[config.mk]
export PLATFORM = sky130hd
export DESIGN_NAME = sram_boot_loader
export DESIGN_NICKNAME = d
export VERILOG_FILES = /design/src/rtl/sram_boot_loader.sv
export SDC_FILE = /design/constraint.sdc
export NUM_CORES = 1
export LEC_CHECK = 0
export BUFFER_PORTS_ARGS = -buffer_cell sky130_fd_sc_hd__buf_4
export CAP_MARGIN = 10
export CORE_UTILIZATION = 40
export DETAILED_ROUTE_END_ITERATION = 7
export PLACE_DENSITY = 0.67
export SLEW_MARGIN = 0
export SYNTH_ARGS = -nofsm -noshare
export SYNTH_HDL_FRONTEND = slang
export SYNTH_SLANG_ARGS = --single-unit
[constraint.sdc]
create_clock -name clk0 -period 1.7 [get_ports clk0]
set_clock_uncertainty 0.05 [all_clocks]
set_input_delay 0.34 -clock clk0 [delete_from_list [all_inputs] [get_ports clk0]]
set_output_delay 0.34 -clock clk0 [all_outputs]
set_load 0.005 [all_outputs]
[src/rtl/sram_boot_loader.sv]
// Length-prefixed byte-stream loader for the 512x16 instruction SRAM.
// Owns the SRAM port until the image is in, then hands it to the CPU.
module sram_boot_loader #(
  parameter int DATA_WIDTH = 16,
  parameter int ADDR_WIDTH = 9
) (
  input  logic                  clk0,
  input  logic                  rstb0,
  input  logic [7:0]            rx_data,
  input  logic                  rx_valid,
  output logic                  rx_ready,
  input  logic                  reload,
  input  logic                  cpu_csb0,
  input  logic                  cpu_web0,
  input  logic [ADDR_WIDTH-1:0] cpu_addr0,
  input  logic [DATA_WIDTH-1:0] cpu_din0,
  output logic                  sram_csb0,
  output logic                  sram_web0,
  output logic [ADDR_WIDTH-1:0] sram_addr0,
  output logic [DATA_WIDTH-1:0] sram_din0,
  output logic                  done,
  output logic                  err
);

  localparam int CW = ADDR_WIDTH + 1;
  localparam logic [15:0] MAX_LEN = 16'(1 << ADDR_WIDTH);

  typedef enum logic [2:0] {
    HDR_LO, HDR_HI, DAT_LO, DAT_HI, FLUSH, DONE, ERR
  } state_t;

  state_t state, state_nx;

  logic                  xfer;
  logic [15:0]           hdr_len;
  logic [7:0]            len_lo;
  logic [7:0]            lo_q;
  logic [CW-1:0]         len;
  logic [CW-1:0]         wcnt;
  logic [CW-1:0]         wcnt_inc;
  logic                  wr_en_q;
  logic [ADDR_WIDTH-1:0] wr_addr_q;
  logic [DATA_WIDTH-1:0] wr_din_q;
  logic                  own_cpu;

  assign xfer     = rx_valid && rx_ready;
  assign hdr_len  = {rx_data, len_lo};
  assign wcnt_inc = wcnt + 1'b1;
  assign own_cpu  = (state == DONE);

  always_ff @(posedge clk0 or negedge rstb0) begin
    if (!rstb0) begin
      state <= HDR_LO;
    end else begin
      state <= state_nx;
    end
  end

  always_comb begin
    state_nx = state;
    rx_ready = 1'b1;
    unique case (state)
      HDR_LO: if (xfer) state_nx = HDR_HI;
      HDR_HI: begin
        if (xfer) begin
          if (hdr_len == 16'd0) begin
            state_nx = DONE;
          end else if (hdr_len > MAX_LEN) begin
            state_nx = ERR;
          end else begin
            state_nx = DAT_LO;
          end
        end
      end
      DAT_LO: if (xfer) state_nx = DAT_HI;
      DAT_HI: begin
        if (xfer) begin
          state_nx = (wcnt_inc == len) ? FLUSH : DAT_LO;
        end
      end
      FLUSH: begin
        rx_ready = 1'b0;
        state_nx = DONE;
      end
      DONE: begin
        rx_ready = 1'b0;
        if (reload) state_nx = HDR_LO;
      end
      ERR: if (reload) state_nx = HDR_LO;
      default: state_nx = HDR_LO;
    endcase
  end

  // Write pulse is registered so address/data are stable for a full cycle.
  always_ff @(posedge clk0 or negedge rstb0) begin
    if (!rstb0) begin
      len_lo    <= '0;
      lo_q      <= '0;
      len       <= '0;
      wcnt      <= '0;
      wr_en_q   <= 1'b0;
      wr_addr_q <= '0;
      wr_din_q  <= '0;
    end else begin
      wr_en_q <= 1'b0;
      if (xfer) begin
        case (state)
          HDR_LO: len_lo <= rx_data;
          HDR_HI: begin
            len  <= hdr_len[CW-1:0];
            wcnt <= '0;
          end
          DAT_LO: lo_q <= rx_data;
          DAT_HI: begin
            wr_en_q   <= 1'b1;
            wr_addr_q <= wcnt[ADDR_WIDTH-1:0];
            wr_din_q  <= {rx_data, lo_q};
            wcnt      <= wcnt_inc;
          end
          default: ;
        endcase
      end
    end
  end

  assign sram_csb0  = own_cpu ? cpu_csb0  : !wr_en_q;
  assign sram_web0  = own_cpu ? cpu_web0  : !wr_en_q;
  assign sram_addr0 = own_cpu ? cpu_addr0 : wr_addr_q;
  assign sram_din0  = own_cpu ? cpu_din0  : wr_din_q;
  assign done       = own_cpu;
  assign err        = (state == ERR);

endmodule
After elaboration in Yosys (flattened, before gate mapping) --
Index checks and enable logic that the tools add are counted.
Storage, ports and cells: register bits 65, logic and storage cells 52
Operators by class: add/sub/neg operators 1, order comparisons 1, eq/ne operators 12, multiplexer cells 17, reductions and logical operators 13
Operators with widths (number):
- 2-to-1 mux 3 bit | 8
- one-hot mux 10 bit (2 select lines) | 1
- one-hot mux 3 bit (6 select lines) | 1
- > comparator 16 x 10 -> 1 bit (second input constant) | 1
- logical NOT 16 bit | 1
- 2-to-1 mux 16 bit | 1
- adder 10 x 1 -> 10 bit (second input constant) | 1
- equality test 10 bit | 1
- AND reduction 2 bit | 5
- equality test 3 bit (second input constant) | 3
- 2-to-1 mux 9 bit | 1
- != test 2 bit (second input constant) | 4
- equality test 3 x 2 -> 1 bit (second input constant) | 2
- 2-to-1 mux 1 bit | 5
- AND reduction 5 bit | 1
- OR reduction 2 bit | 2
- equality test 3 x 1 -> 1 bit (second input constant) | 1
- logical NOT 3 bit | 1
- != test 2 x 1 -> 1 bit (second input constant) | 1
- nonzero test 2 bit | 1
- logical AND 1 bit | 1
- logical NOT 1 bit | 1

Depth between registers and ports, before layout --
word-level depth 6, gate-level depth with buffers 7

Worst setup path before layout --
No wires, ideal clock.
path type reg2reg, start point register len_lo[4], end point register state[1], setup time 0.124 ns, data arrival time 1.748 ns, data required time 1.526 ns, slack -0.222 ns, cell stages (with the launch flop) 6, cell sequence dfrtp_1 or4_4 or3_4 o31ai_4 nand2_1 o31a_1
Between the ends: cells in the longest elaborated chain, start to end 4
Ends and longest elaborated chain:
- start: declaration | line 36 | logic [7:0] len_lo;
- start signal: assignment | line 108 | HDR_LO: len_lo <= rx_data;
- logical NOT 16 bit | line 66 | if (hdr_len == 16'd0) begin
- 2-to-1 mux 3 bit | line 66
- 2-to-1 mux 3 bit | line 65 | if (xfer) begin
- one-hot mux 3 bit (6 select lines) | line 62 | unique case (state)
- end signal: assignment | line 55 | state <= state_nx;
- end: declaration | line 32 | state_t state, state_nx;
No other way between the ends. The select of a mux whose other input is x is not followed. A chain may end at the register's enable or synchronous reset.

Worst setup path after layout --
start point register state[1], end point output port sram_addr0[6]
Between the ends: cells in the longest elaborated chain, start to end 2
Ends and longest elaborated chain:
- equality test 3 bit | line 49 | assign own_cpu = (state == DONE);
- 2-to-1 mux 9 bit | line 128 | assign sram_addr0 = own_cpu ? cpu_addr0 : wr_addr_q;
- end: declaration | line 19 | output logic [ADDR_WIDTH-1:0] sram_addr0,
No other way between the ends.

==> results.cfg <==
[critical_path]
cp_data_arrival_time_ps = 1720
crit_required_ps = 1310
reg2reg_depth = 5
cp_slowest_stage_delay_ps = 400
crit_slowest_cell = dfrtp_1
crit_chain = nor2b_2 > and2_4 > buf_12 > mux2_2 > buf_4
start_kind = register
worstPathMaxFanout = 12
crit_path_end_kind = output pin
worst-setup-path-type = register to output pin

[sta]
relSlewSlack_pct = 71.9
whs_ps = 182
grt_setup_unrepaired = true
slew_violations = 0
setup_ws_ps = -410
worst_pin_slew_ps = 421
setup_violations = 31
clock.fmax_mhz = 474
finalCriticalPeriod_ps = 2110
fin_crit_sh_pct = 124
fin_setup_tns_ps = -10840
finalHoldViolCount = 0

[pwr]
combPwrFrac_pct = 45.4
pwr-share-seq_pct = 34.6
p_sw_mw = 2.34
netSwitchingFraction_pct = 32.5
irDropWorstVdd_mv = 0.741
power_frac_clock_pct = 20.0
power_mw = 7.19
leakage_nw = 2.24
power_density_nw_per_um2 = 1550
intPower_mw = 4.86

[routing]
routed_via_density = 5.14
wl_per_cell_um = 15.5
drc = 0
drt_wl_total_mm = 8.57
dr.pass1.iters = 4
num_vias = 2842
drtIter0Drc = 114
drtAntennaViolNets = 0

[clock_network]
clock_sinks = 65
cts_inserted_buffers = 9
clock-root-buffer = clkbuf_8
clk_path_buf_depth = 2
clkLatencyLatePin_ps = 340
cts_tree = built
h-tree-depth = 3
clkTransAtPathRegs_ps = 70

[floorplan]
die_w_um = 92.8
die_y_um = 92.8
ios = 69
start_util_pct = 42.0
fp.coreArea_um2 = 7850
dieArea_um2 = 8620
rows = 32

[global_route]
track_usage_pct = 20.5
antenna_found_initial = 0
overflow = 0
grt_pass1_vias = 2838
grt_pass1_wl_mm = 13.7
grt_start_max_net_pins = 33

[finish]
syn_to_final_growth_pct = 40.7
final_util_pct = 59.2
final_area_um2 = 4640
final_cell_mix = 112 x buf_4, 97 x nand2_1, 65 x dfrtp_1, 44 x mux2_2, 15 x o21ai_0
antenna_cells = 0
layoutNonFillerInstCount = 553
final_nets = 487
final_common_cell = buf_4
drive_gt1_share_pct = 45.0

[worst_hold_path]
hold_depth = 3
hold_class = primary input to register

[yosys]
synthFlopType = dfrtp_1
synth_seq_area_share_pct = 49.3
netlist_area_um2 = 3300
synth_nets = 371
synth-edff-count = 0
syn_area_per_cell_um2 = 9.97
ys_ff_latch = 65
netlist_instances = 331
yosys-top-cells-area = dfrtp_1 49%, mux2_2 17%, nand2_1 11%
synth_top_area_cell = dfrtp_1
async_flop_share_pct = 100
synth_cell_type_count = 39
yosysTopAreaCellShare_pct = 49.3
yosysWarnings = 0

[placed_design]
portBuffers = 68
dp.cells = 531
dp_hpwl_mm = 6.07
gp_congestion = 0.871
dp_slack_ps = -332
placed_area_um2 = 4270

[flow_run]
maxCapViolCount = 0

[status]
violations = setup timing
status = complete, but fails checks
-- sequential cells by signal, summed over array words and instances, names as in the netlist --
| name | cells |
|---|---|
| wr_din_q | 16 |
| len | 10 |
| wcnt | 10 |
| wr_addr_q | 9 |
| len_lo | 8 |
| lo_q | 8 |
| state | 3 |
| wr_en_q | 1 |
-- critical path, delay by kind of cell (launching register included) --
family,cells,cell delay [ps]
buffers and inverters,2,290
AND/OR/NAND/NOR,2,330
multiplexers,1,340
flip-flops,1,400
-- cells by family (layout without fill, tap and decap cells) --
logic type	Yosys count	in the layout	synth area share, %
adder cells (fa/ha/maj)	1	1	0.379
multiplexers	51	51	17.4
buffers and inverters	20	140	2.35
AO/OA/AOI/OAI	39	39	7.55
XOR/XNOR	16	16	4.25
AND/OR/NAND/NOR	139	139	18.8
flip-flops	65	65	49.3
-- power groups by stage --
stage	sequential, mW	combinational (mW)	clock (mW)
floorplan	2.39	1.74	0
global placement	2.49	2.85	0
detailed placement	2.51	2.97	0
CTS	2.48	3.06	1.45
global route	2.56	3.56	1.53
finish	2.49	3.26	1.44
-- cells in the mapped netlist (4+ instances only) --
cell type and n:
nor2_1 8, nand2_1 97, nand3_1 4, xnor2_1 10, dfrtp_1 65, clkbuf_1 13
nor4_1 4, o21ai_0 17, mux2_2 51, a21oi_1 7, o31ai_1 5, nor3_1 4
xor2_1 6
-- metal layers --
| layer | GRT usage [%] | vias up | share of wire (%) |
|---|---|---|---|
| li1 | - | 1368 | - |
| met1 | 26.4 | 1374 | 44 |
| met2 | 34.7 | 85 | 50 |
| met3 | 2.79 | 15 | 4.1 |
| met4 | 8.21 | 0 | 1.8 |
| met5 | 0 | - | 0 |
-- cell type report --
class | instances | area (µm²)
clock inverter | 3 | 65.1
sequential | 65 | 1630
clock buffer | 12 | 145
multi-input combinational | 246 | 1660
inverter | 2 | 12.5
timing repair buffer | 123 | 1000
tap | 102 | 128
fill | 674 | 3200
-- what timing repair did --
action	4_1_cts	5_1_grt
hold buffers	1	0
pin swaps	1	2
resized for setup	6	22
gates cloned	0	1
hold endpoints to repair	30	0
setup buffers	3	3
endpoints found under the setup margin	34	36
-- final timing paths --
kind | start | endpoint | slack (ps)
worst max-delay path | state[1] | sram_addr0[6] | -410
worst min-delay path | rx_data[2] | wr_din_q[10] | 180
worst max register to register | len_lo[7] | state[1] | -230
worst min register to register | wr_addr_q[6] | wr_addr_q[6] | 420
max in group asynchronous | rstb0 | wcnt[1] | 660
min in group asynchronous | rstb0 | wr_en_q | 440
(Power assumes the default switching activity.)
